### config.mk
export PLATFORM = sky130hd
export DESIGN_NAME = lifo_stack
export DESIGN_NICKNAME = d
export VERILOG_FILES = /design/src/rtl/lifo_stack.sv
export SDC_FILE = /design/constraint.sdc
export NUM_CORES = 1
export LEC_CHECK = 0
export CORE_MARGIN = 5
export CORE_UTILIZATION = 25
export DETAILED_ROUTE_END_ITERATION = 10
export GPL_TIMING_DRIVEN = 0
export PLACE_DENSITY = 0.47
export SLEW_MARGIN = 25
export SYNTH_ARGS = -nofsm -noshare
export SYNTH_HDL_FRONTEND = slang
export SYNTH_SLANG_ARGS = --single-unit
### constraint.sdc
create_clock -name clk -period 2.15 [get_ports clk]
set_input_delay 0.43 -clock clk [delete_from_list [all_inputs] [get_ports clk]]
set_output_delay 0.43 -clock clk [all_outputs]
set_load 0.01 [all_outputs]
### src/rtl/lifo_stack.sv
`default_nettype none
// ============================================================================
//  Module      : lifo_stack
//  Description : Parametrised LIFO stack with a registered top-of-stack,
//                simultaneous push+pop (replace-top), occupancy count,
//                sticky overflow/underflow flags and an optional
//                overwrite-oldest (circular) mode for call/return use.
//  Revision    : 1.0 - initial release
// ============================================================================
module lifo_stack #(
    parameter int WIDTH      = 8,
    parameter int DEPTH_LOG2 = 3,
    parameter int OVERWRITE  = 0
) (
    input  logic                  clk,
    input  logic                  clr,
    input  logic                  en,
    input  logic                  push,
    input  logic                  pop,
    input  logic [WIDTH-1:0]      din,
    input  logic                  err_clr,
    output logic [WIDTH-1:0]      top,
    output logic [DEPTH_LOG2:0]   count,
    output logic                  empty,
    output logic                  full,
    output logic                  overflow,
    output logic                  underflow
);

    // ------------------------------------------------------------------------
    // Constants
    // ------------------------------------------------------------------------
    localparam int                    c_DEPTH    = 1 << DEPTH_LOG2;
    localparam logic [DEPTH_LOG2:0]   c_CNT_FULL = {1'b1, {DEPTH_LOG2{1'b0}}};
    localparam logic [DEPTH_LOG2:0]   c_CNT_ONE  = (DEPTH_LOG2+1)'(1);
    localparam logic [DEPTH_LOG2:0]   c_CNT_ZERO = '0;
    localparam logic [DEPTH_LOG2-1:0] c_PTR_ONE  = DEPTH_LOG2'(1);
    localparam logic [WIDTH-1:0]      c_TOP_ZERO = '0;

    // ------------------------------------------------------------------------
    // State
    //   r_ptr holds the index of the top entry while the stack is occupied;
    //   while empty it holds the slot the next push will write. Indices are
    //   kept modulo DEPTH, so in circular mode the bottom is implicit at
    //   (r_ptr - r_count + 1) mod DEPTH.
    // ------------------------------------------------------------------------
    logic [WIDTH-1:0]      r_mem [c_DEPTH];
    logic [DEPTH_LOG2-1:0] r_ptr;
    logic [DEPTH_LOG2:0]   r_count;
    logic [WIDTH-1:0]      r_top;
    logic                  r_overflow;
    logic                  r_underflow;

    // ------------------------------------------------------------------------
    // Combinational decode
    // ------------------------------------------------------------------------
    logic                  w_empty;
    logic                  w_full;
    logic [DEPTH_LOG2-1:0] w_ptr_inc;
    logic [DEPTH_LOG2-1:0] w_ptr_dec;
    logic                  w_wr_en;
    logic [DEPTH_LOG2-1:0] w_wr_idx;
    logic [DEPTH_LOG2-1:0] w_ptr_nxt;
    logic [DEPTH_LOG2:0]   w_cnt_nxt;
    logic [WIDTH-1:0]      w_top_nxt;
    logic                  w_set_ov;
    logic                  w_set_un;
    logic                  w_ov_nxt;
    logic                  w_un_nxt;

    // Status decoded straight from the registered count (no extra latency).
    assign w_empty   = (r_count == c_CNT_ZERO);
    assign w_full    = (r_count == c_CNT_FULL);
    assign w_ptr_inc = r_ptr + c_PTR_ONE;
    assign w_ptr_dec = r_ptr - c_PTR_ONE;

    // Operation decode: selects the write slot, next pointer/count/top and
    // which error flag (if any) this cycle raises.
    always_comb begin
        w_wr_en   = 1'b0;
        w_wr_idx  = r_ptr;
        w_ptr_nxt = r_ptr;
        w_cnt_nxt = r_count;
        w_top_nxt = r_top;
        w_set_ov  = 1'b0;
        w_set_un  = 1'b0;

        if (en) begin
            if (push && pop) begin
                // Replace-top; on an empty stack this degenerates to a push
                // into the slot r_ptr already designates.
                w_wr_en   = 1'b1;
                w_wr_idx  = r_ptr;
                w_top_nxt = din;
                if (w_empty) begin
                    w_cnt_nxt = c_CNT_ONE;
                end
            end else if (push) begin
                if (w_empty) begin
                    w_wr_en   = 1'b1;
                    w_wr_idx  = r_ptr;
                    w_cnt_nxt = c_CNT_ONE;
                    w_top_nxt = din;
                end else if (!w_full) begin
                    w_wr_en   = 1'b1;
                    w_wr_idx  = w_ptr_inc;
                    w_ptr_nxt = w_ptr_inc;
                    w_cnt_nxt = r_count + c_CNT_ONE;
                    w_top_nxt = din;
                end else begin
                    w_set_ov = 1'b1;
                    if (OVERWRITE != 0) begin
                        // Circular: the slot past the top is the oldest
                        // entry, so writing it discards the bottom.
                        w_wr_en   = 1'b1;
                        w_wr_idx  = w_ptr_inc;
                        w_ptr_nxt = w_ptr_inc;
                        w_top_nxt = din;
                    end
                end
            end else if (pop) begin
                if (w_empty) begin
                    w_set_un = 1'b1;
                end else if (r_count == c_CNT_ONE) begin
                    // Pointer stays so the next push reuses this slot.
                    w_cnt_nxt = c_CNT_ZERO;
                    w_top_nxt = c_TOP_ZERO;
                end else begin
                    w_ptr_nxt = w_ptr_dec;
                    w_cnt_nxt = r_count - c_CNT_ONE;
                    w_top_nxt = r_mem[w_ptr_dec];
                end
            end
        end
    end

    // Sticky flags: err_clr clears regardless of en, a same-cycle set wins.
    assign w_ov_nxt = (r_overflow  & ~err_clr) | w_set_ov;
    assign w_un_nxt = (r_underflow & ~err_clr) | w_set_un;

    // Control registers with asynchronous active-low reset.
    always_ff @(posedge clk or negedge clr) begin
        if (!clr) begin
            r_ptr       <= '0;
            r_count     <= '0;
            r_top       <= '0;
            r_overflow  <= 1'b0;
            r_underflow <= 1'b0;
        end else begin
            r_ptr       <= w_ptr_nxt;
            r_count     <= w_cnt_nxt;
            r_top       <= w_top_nxt;
            r_overflow  <= w_ov_nxt;
            r_underflow <= w_un_nxt;
        end
    end

    // Storage array; not reset since unoccupied entries are don't-care.
    always_ff @(posedge clk) begin
        if (clr && w_wr_en) begin
            r_mem[w_wr_idx] <= din;
        end
    end

    // ------------------------------------------------------------------------
    // Outputs
    // ------------------------------------------------------------------------
    assign top       = r_top;
    assign count     = r_count;
    assign empty     = w_empty;
    assign full      = w_full;
    assign overflow  = r_overflow;
    assign underflow = r_underflow;

endmodule
`default_nettype wire

==> impl_metrics.csv, run 1 <==
group,metric,value,unit
place,gp_congestion,0.754,
global_route,grt_overflow,0,
setup_path,reg2reg_slack,0.06,ns
global_route,grt_max_degree,19,
job,cap_violations,0,
cts,clkSinkCount,81,
min_path,min_path_type,"input port to asynchronous set/reset pin",
die,die_h,131,um
setup_path,reg2reg_from,"r_ptr[0]",
pwr,power,5800,uW
timing,tightest_slew,0.670,ns
cts,cts_root_buffer,"clkbuf_16",
timing,fin_skew,0.00573,ns
synthesis,synthTopCellsByArea,"edfxtp_1, dfrtp_1, mux4_2",
cts,clk_pin_slew,0.06,ns
setup_path,critical-path-max-stage-delay,0.41,ns
cells_and_area,syn_to_final_growth,33.6,%
synthesis,syn_nets,249,
cts,cts_tree,"built",
cells_and_area,drive_gt1_share,30.3,%
setup_path,arrival,2.13,ns
synthesis,seq_area_frac_synth,64.3,%
synthesis,ys_ff_latch,81,
timing,fmax,0.478,GHz
timing,maxSlewHeadroom,55.3,%
detailed_routing,first_iter_violations,93,
cts,ctsHoldBuffers,0,
place,dpl.hpwl,5720,um
global_route,grt_pass1_wl,13800,um
detailed_routing,dr.pass1.iters,4,
cells_and_area,fin_util,33.8,%
synthesis,yosysWarningCount,0,
timing,setup_viol,0,
synthesis,yosysUniqueCellTypes,48,
setup_path,slowest_stage,"dfrtp_2",
cts,cts_buffer_depth,2,
detailed_routing,route.antenna.remaining_nets,0,
die,rows,44,
cells_and_area,post_layout_nonfiller_instances,474,
setup_path,worstSetupPathType,"register to register",
cts,htreeDepth,3,
timing,tns,0,ns
synthesis,async_reset_ff_share,21.0,%
outcome,outcome,"finished, final reports clean",
synthesis,synth_top_area_share,52.6,%
cts,clock_latency,0.33,ns
pwr,peakVddDrop,0.000555,V
die,die_w,131,um
detailed_routing,wl_per_cell,18.9,um
setup_path,path_max_fanout,8,
die,pin_count,30,
die,initial_core_util,25.3,%
synthesis,yosys-top-cells-count,"edfxtp_1, nand2_1, dfrtp_1",
synthesis,avgSynthCellArea,15.9,um2
setup_path,reg2reg_depth,6,
global_route,grt_pass1_vias,2413,
detailed_routing,viasPerCell,4.68,
setup_path,crit_required,2.19,ns
detailed_routing,wl,8960,um
detailed_routing,via_count,2218,
synthesis,synth-edff-count,64,
setup_path,reg2reg_to,"r_mem[3][5]",
cts,cts_buffers,9,
setup_path,cp_num_buf_inv,2,
place,placedCellCount,443,
synthesis,synth_cells,230,
synthesis,yosysTopAreaCell,"edfxtp_1",
place,port_buffers,29,
timing,period_share,97.2,%
pwr,power_leakage,0.00166,uW
setup_path,cp_top_family,"flip-flops",
global_route,antenna_found_initial,0,
detailed_routing,remaining_drc_errors,0,
timing,final-hold-violation-count,0,
synthesis,synth_ff_type,"edfxtp_1",
setup_path,critPathLaunchType,"register",
synthesis,yosysMostFrequentCell,"edfxtp_1",
cells_and_area,fill_cells,1390,
timing,maxSlewViolCount,0,
synthesis,syn-cell-area,3650,um2
die,design.die.area,17100,um2
die,coreArea,14400,um2
setup_path,crit_chain,"buf_4 > ha_1 > xnor2_1 > a32oi_2 > nor2_4 > buf_12",
timing,period_needed,2.09,ns
cells_and_area,nNetsFinal,304,
setup_path,worst_setup_path_end_kind,"register",
cells_and_area,insertedDiodeCount,0,
global_route,grt_usage,10.9,%
pwr,powerDensity,1190,nW/um2
==> layout make-up <==
class / count / area [um2] / share of cell area (%)
sequential: 81 / 2350 / 48.1
timing repair buffer: 44 / 508 / 10.4
tap: 184 / 230 / 4.72
clock inverter: 6 / 67.6 / 1.38
inverter: 7 / 26.3 / 0.538
multi-input combinational: 130 / 1380 / 28.4
clock buffer: 10 / 229 / 4.69
buffer: 12 / 87.6 / 1.79
==> how the worst max path moves through the flow <==
stage / from / slack [ns] / cells after the start / end
4_1_cts: push / 0.01 / 5 / r_mem[0][4]
3_5_place_dp: r_ptr[0] / -0.99 / 6 / r_mem[6][2]
6_report: r_ptr[0] / 0.06 / 6 / r_mem[3][5]
5_1_grt: r_ptr[0] / -0.02 / 6 / r_mem[3][4]
2_1_floorplan: r_ptr[0] / -0.04 / 6 / r_mem[2][0]
3_3_place_gp: clr / -1.16 / 4 / r_mem[6][2]
==> stage by stage <==
step / setup WS (ns) / area, um2 / hold WS, ns
floorplan: -0.0411 / 3650 / 0.134
global placement: -1.16 / 4170 / 0.482
detailed placement: -0.989 / 4170 / 0.441
CTS: 0.0130 / 4810 / 0.0794
global route: -0.0230 / 4880 / 0.0952
finish: 0.0594 / 4880 / 0.0697
==> cells by family (layout without fill, tap and decap cells) <==
logic type / count (synthesis) / count (layout) / synth area share (%)
XOR/XNOR: 5 / 5 / 1.71
flip-flops: 81 / 81 / 64.3
multiplexers: 28 / 28 / 13.4
AO/OA/AOI/OAI: 40 / 40 / 9.22
buffers and inverters: 19 / 79 / 2.77
AND/OR/NAND/NOR: 52 / 52 / 6.92
adder cells (fa/ha/maj): 5 / 5 / 1.71
==> flip-flops by register name, indices dropped and copies added (netlist names) <==
signal,cells
r_mem,64
top,8
count,4
r_ptr,3
overflow,1
underflow,1
==> metal layers <==
metal / wire length (um) / vias to the layer above / track usage (%)
met5: 0 / - / 0
met4: 192 / 0 / 3.33
met3: 413 / 17 / 2.76
met2: 4080 / 58 / 16.6
met1: 4270 / 1111 / 15.3
li1: - / 1032 / -
==> report_power, final <==
part	leakage (uW)	total [uW]	switching, uW	internal, uW
sequential	0.000783	1940	85.1	1860
clock	0.000141	1510	608	904
combinational	0.000741	2350	1240	1110
total	0.00166	5800	1930	3870
==> placed cells by master, fill, tap and decap left out, types with 8 or more instances in the layout <==
cell,count
buf_4,8
nor2_4,8
clkbuf_16,9
mux2i_1,10
o221ai_1,8
buf_12,9
dfrtp_1,16
clkdlybuf4s50_1,26
nand2_1,19
edfxtp_1,64
mux4_2,14
==> repair_timing <==
item                                    4_1_cts  5_1_grt
gates resized for setup                      39        8
pin swaps                                     8        2
gates cloned                                  0        0
endpoints found under the setup margin       75       68
setup buffers                                13        2
(Power assumes the default switching activity.)
==> run 2: changes to the inputs <==
==> constraint.sdc (replaced) <==
create_clock -name clk -period 1.8 [get_ports clk]
set_input_delay 0.36 -clock clk [delete_from_list [all_inputs] [get_ports clk]]
set_output_delay 0.36 -clock clk [all_outputs]
set_load 0.01 [all_outputs]
==> run 2 against run 1 <==
The flow now finishes with violations (hold timing, setup timing). Register-to-register slack got worse by 0.14 ns. First-iteration DRC count increased by 77%. Final area increased by 7.6%. Via count increased by 6.3%. Worst hold slack got worse by 0.071 ns. Global-route usage increased by 1.2 points. Critical endpoint is now r_mem[1][6]. Largest cell class unchanged. Largest power group unchanged.
==> impl_metrics.csv, run 2 (synthesis results as in run 1) <==
group,metric,value,unit
cells_and_area,largest_reg_flops,64,
setup_path,worstSetupPathType,"register to register",
detailed_routing,route.antenna.remaining_nets,0,
detailed_routing,dr.pass1.iters,4,
timing,tightest_slew,0.732,ns
global_route,grt_max_degree,19,
cts,htreeDepth,3,
setup_path,critPathLaunchType,"register",
global_route,grt_pass1_vias,2431,
timing,rsz0062_at_grt,"true",
timing,setup_viol,65,
die,die_h,131,um
global_route,grt_usage,12.1,%
cells_and_area,drive_gt1_share,39.1,%
die,pin_count,30,
cells_and_area,top_register,"r_mem",
global_route,grt_util_met1,16.4,%
min_path,min_path_type,"input port to asynchronous set/reset pin",
setup_path,slowest_stage,"dfrtp_2",
setup_path,crit_required,1.85,ns
setup_path,cp_top_family,"flip-flops",
timing,fin_ws,-0.0775,ns
global_route,grtUsageMet3,3.37,%
cells_and_area,fill_cells,1372,
job,cap_violations,0,
detailed_routing,first_iter_violations,165,
cells_and_area,insertedDiodeCount,0,
global_route,antenna_found_initial,0,
setup_path,arrival,1.93,ns
timing,period_needed,1.88,ns
global_route,top_usage_layer,"met2",
place,port_buffers,29,
timing,period_share,104,%
outcome,outcome,"finished, violations left",
setup_path,cp_num_buf_inv,3,
detailed_routing,remaining_drc_errors,0,
place,gp_congestion,0.736,
cts,cts_buffer_depth,2,
setup_path,reg2reg_from,"count[1]",
timing,maxSlewHeadroom,51.2,%
outcome,failed_checks,"hold timing, setup timing",
timing,maxSlewViolCount,0,
setup_path,critical-path-max-stage-delay,0.41,ns
global_route,gr-usage-met2,19.7,%
timing,fmax,0.533,GHz
cts,clkSinkCount,81,
cts,cts_buffers,9,
setup_path,path_max_fanout,8,
cells_and_area,nNetsFinal,326,
setup_path,crit_chain,"inv_2 > ha_4 > nor3b_4 > buf_6 > o21a_1 > o21ai_4 > nor2_4 > buf_12",
global_route,grt_overflow,0,
timing,tns,-3.60,ns
cts,clk_pin_slew,0.06,ns
cells_and_area,layout.cells.most_common,"edfxtp_1",
pwr,power_leakage,0.00182,uW
timing,fin_skew,0.00768,ns
detailed_routing,via_count,2357,
cts,ctsHoldBuffers,0,
cells_and_area,syn_to_final_growth,43.8,%
die,initial_core_util,25.3,%
timing,hold_slack,-0.00133,ns
detailed_routing,wl_per_cell,19.8,um
place,dpl.hpwl,5640,um
cts,cts_root_buffer,"clkbuf_16",
cells_and_area,mostFrequentLayoutCells,"edfxtp_1, buf_4, clkdlybuf4s50_1",
detailed_routing,viasPerCell,4.75,
die,design.die.area,17100,um2
cts,cts_tree,"built",
die,rows,44,
die,coreArea,14400,um2
cts,clock_latency,0.34,ns
global_route,grt_pass1_wl,14900,um
setup_path,worst_setup_path_end_kind,"register",
timing,final-hold-violation-count,3,
pwr,peakVddDrop,0.000512,V
pwr,powerDensity,1460,nW/um2
setup_path,startpoint,"count[1]",
detailed_routing,wl,9800,um
die,die_w,131,um
-- run 2: power by group --
part / switching, uW / internal [uW] / leakage [uW] / total, uW
logic: 1710 / 1920 / 0.000909 / 3630
clock network: 750 / 944 / 0.000131 / 1690
registers: 128 / 2220 / 0.000781 / 2350
-- run 2: repair_timing --
action | CTS | global route
endpoints found under the setup margin | 77 | 74
pin swaps | 13 | 7
resized for setup | 43 | 14
gates cloned | 1 | 1
setup buffers | 26 | 9
-- run 2: area by class of cell --
type / count / area, um2 / share of cell area [%]
Sequential cell: 81 / 2350 / 44.8
Multi-Input combinational cell: 130 / 1490 / 28.3
Inverter: 7 / 43.8 / 0.834
Clock buffer: 12 / 236 / 4.50
Tap cell: 184 / 230 / 4.38
Clock inverter: 4 / 31.3 / 0.596
Timing Repair Buffer: 66 / 729 / 13.9
Buffer: 12 / 143 / 2.72
-- run 2: stage by stage --
step	setup slack, ns	power, uW	utilization (%)	area (um2)	std cells
finish	-0.0775	7670	36.4	5250	496
global route	-0.180	8080	36.4	5250	496
CTS	-0.100	7340	35.1	5070	486
detailed placement	-0.866	5110	30.4	4380	443
global placement	-1.16	5120	30.4	4380	443
floorplan	-0.0769	4350	-	3860	230
-- run 2: routing by layer --
metal  vias to the layer above  routed length [um]
li1                       1068                   -
met1                      1218                4450
met2                        63                4820
met3                         8                 456
met4                         0                  74
met5                         -                   0
-- run 2: path summary, 6_finish.rpt --
kind                                to  slack [ns]  cells past startpoint
setup / recovery           r_mem[1][6]       -0.08                      8
hold / removal                count[1]      -0.001                      1
setup reg to reg           r_mem[1][6]       -0.08                      8
hold reg to reg               overflow        0.50                      1
max in group asynchronous     r_ptr[0]        1.40                      1
min in group clk              overflow        0.50                      1
==> run 3: changes to the inputs <==
--- a/config.mk
+++ b/config.mk
@@ -9,8 +9,9 @@
 export CORE_UTILIZATION = 25
 export DETAILED_ROUTE_END_ITERATION = 10
 export GPL_TIMING_DRIVEN = 0
+export MAX_ROUTING_LAYER = met4
 export PLACE_DENSITY = 0.47
-export SLEW_MARGIN = 25
+export SLEW_MARGIN = 0
 export SYNTH_ARGS = -nofsm -noshare
 export SYNTH_HDL_FRONTEND = slang
 export SYNTH_SLANG_ARGS = --single-unit
==> run 3 against run 2 <==
The run ends with setup timing left. Non-clock buffer count is 1 higher. Power is 0.55% lower. Core utilization is 0.052 points lower. Critical path depth stayed put. Global-route usage is 0.41 points higher. Count of clock-buffer cells in the layout stayed put. Highest routed layer unchanged.
==> impl_metrics.csv, run 3 (synthesis results as in run 1) <==
group,metric,value,unit
timing,fin_skew,0.00701,ns
timing,tightest_slew,0.715,ns
timing,period_needed,1.88,ns
pwr,peakVddDrop,0.000471,V
global_route,grt_overflow,0,
setup_path,worst_setup_path_end_kind,"register",
setup_path,critPathLaunchType,"register",
die,die_w,131,um
place,port_buffers,29,
cells_and_area,top_register,"r_mem",
die,die_h,131,um
timing,final-hold-violation-count,0,
cells_and_area,finalInstanceArea,5250,um2
cells_and_area,drive_gt1_share,39.3,%
detailed_routing,dr.pass1.iters,4,
min_path,min_path_type,"input port to asynchronous set/reset pin",
job,cap_violations,0,
setup_path,critical-path-max-stage-delay,0.41,ns
setup_path,reg2reg_depth,8,
cells_and_area,insertedDiodeCount,0,
place,place_area,4380,um2
place,dpl.hpwl,5640,um
setup_path,worstSetupPathType,"register to register",
cells_and_area,nNetsFinal,327,
global_route,grt_max_degree,19,
detailed_routing,viasPerCell,4.74,
cts,ctsHoldBuffers,0,
cells_and_area,fill_cells,1376,
detailed_routing,remaining_drc_errors,0,
timing,fmax,0.532,GHz
cts,cts_root_buffer,"clkbuf_16",
outcome,failed_checks,"setup timing",
cells_and_area,multi_input_area,1490,um2
global_route,grt_pass1_wl,15000,um
outcome,outcome,"finished, violations left",
cells_and_area,post_layout_nonfiller_instances,497,
timing,fin_ws,-0.0805,ns
pwr,power_leakage,0.00182,uW
die,initial_core_util,25.3,%
place,placedCellCount,443,
cts,clkSinkCount,81,
cts,clk_pin_slew,0.06,ns
timing,maxSlewViolCount,0,
global_route,grt_usage,12.5,%
setup_path,crit_required,1.85,ns
timing,maxSlewHeadroom,52.3,%
setup_path,path_max_fanout,7,
place,gp_congestion,0.745,
global_route,grt_pass1_vias,2432,
cells_and_area,layout.cells.most_common,"edfxtp_1",
cts,cts_buffers,9,
cells_and_area,largest_reg_flops,64,
die,pin_count,30,
die,coreArea,14400,um2
timing,rsz0062_at_grt,"true",
setup_path,arrival,1.93,ns
die,rows,44,
detailed_routing,via_count,2355,
cells_and_area,mostFrequentLayoutCells,"edfxtp_1, buf_4, clkdlybuf4s50_1",
timing,period_share,104,%
pwr,powerDensity,1450,nW/um2
global_route,antenna_found_initial,0,
detailed_routing,wl_per_cell,19.7,um
cts,cts_buffer_depth,2,
detailed_routing,wl,9770,um
setup_path,crit_chain,"inv_2 > ha_4 > nor3b_4 > buf_6 > o21a_1 > o21ai_4 > nor2_4 > buf_12",
die,design.die.area,17100,um2
cts,htreeDepth,3,
timing,setup_viol,65,
cts,clock_latency,0.34,ns
cells_and_area,syn_to_final_growth,43.6,%
detailed_routing,first_iter_violations,190,
cts,cts_tree,"built",
detailed_routing,route.antenna.remaining_nets,0,
cells_and_area,seq_area,2350,um2
setup_path,slowest_stage,"dfrtp_2",
[run 3: worst paths after layout]
| check | startpoint | end | slack, ns |
|---|---|---|---|
| worst max-delay path | count[1] | r_mem[5][7] | -0.08 |
| worst min-delay path | clr | count[1] | 0.12 |
| worst max register to register | count[1] | r_mem[5][7] | -0.08 |
| worst min register to register | top[5] | top[5] | 0.50 |
| max in group asynchronous | clr | r_ptr[0] | 1.24 |
| min in group clk | top[5] | top[5] | 0.50 |
[run 3: area by class of cell]
class / instances / area share (%)
plain buffers: 12 / 2.81
well taps: 184 / 4.39
multi-input cells: 130 / 28.4
clock inverters: 4 / 0.596
clock buffers: 12 / 4.51
inverters: 7 / 0.692
flip-flops and latches: 81 / 44.8
repair buffers: 67 / 13.8
[run 3: report_power, final]
group | switching, uW | internal, uW | leakage, uW
Combinational | 1700 | 1890 | 0.000909
Clock | 747 | 944 | 0.000131
Sequential | 129 | 2220 | 0.000781
Total | 2580 | 5050 | 0.00182
[run 3: repair_timing]
item,4_1_cts,5_1_grt
resized for setup,45,14
setup endpoints to repair,77,74
setup buffers,27,9
cloned,1,1
pin swaps,14,8
[run 3: metal layers]
metal / wire [um] / track usage (%) / vias up / share of wire [%]
met5: 0 / - / - / 0
met4: 99 / 2.36 / 0 / 1.0
met3: 502 / 3.41 / 11 / 5.1
met2: 4780 / 19.8 / 63 / 49
met1: 4380 / 16.5 / 1212 / 45
li1: - / - / 1069 / -
[run 3: worst max-delay path, delay by kind of cell, from the launching register on]
family | cells | cell delay (ns)
buffers and inverters | 3 | 0.38
flip-flops | 1 | 0.41
adder cells (fa/ha/maj) | 1 | 0.18
AND/OR/NAND/NOR | 2 | 0.35
AO/OA/AOI/OAI | 2 | 0.26
[run 3: per-stage QoR]
step,utilization [%],hold slack (ns),setup TNS [ns],worst slack (ns),power [uW]
after floorplan,-,0.0644,-2.46,-0.0769,4350
after global placement,30.4,0.484,-74.46,-1.16,5120
after detailed placement,30.4,0.487,-76.31,-1.19,5110
after CTS,35.4,0.128,-4.32,-0.100,7400
after global routing,36.4,0.148,-9.46,-0.182,8040
final,36.4,0.117,-3.06,-0.0805,7630
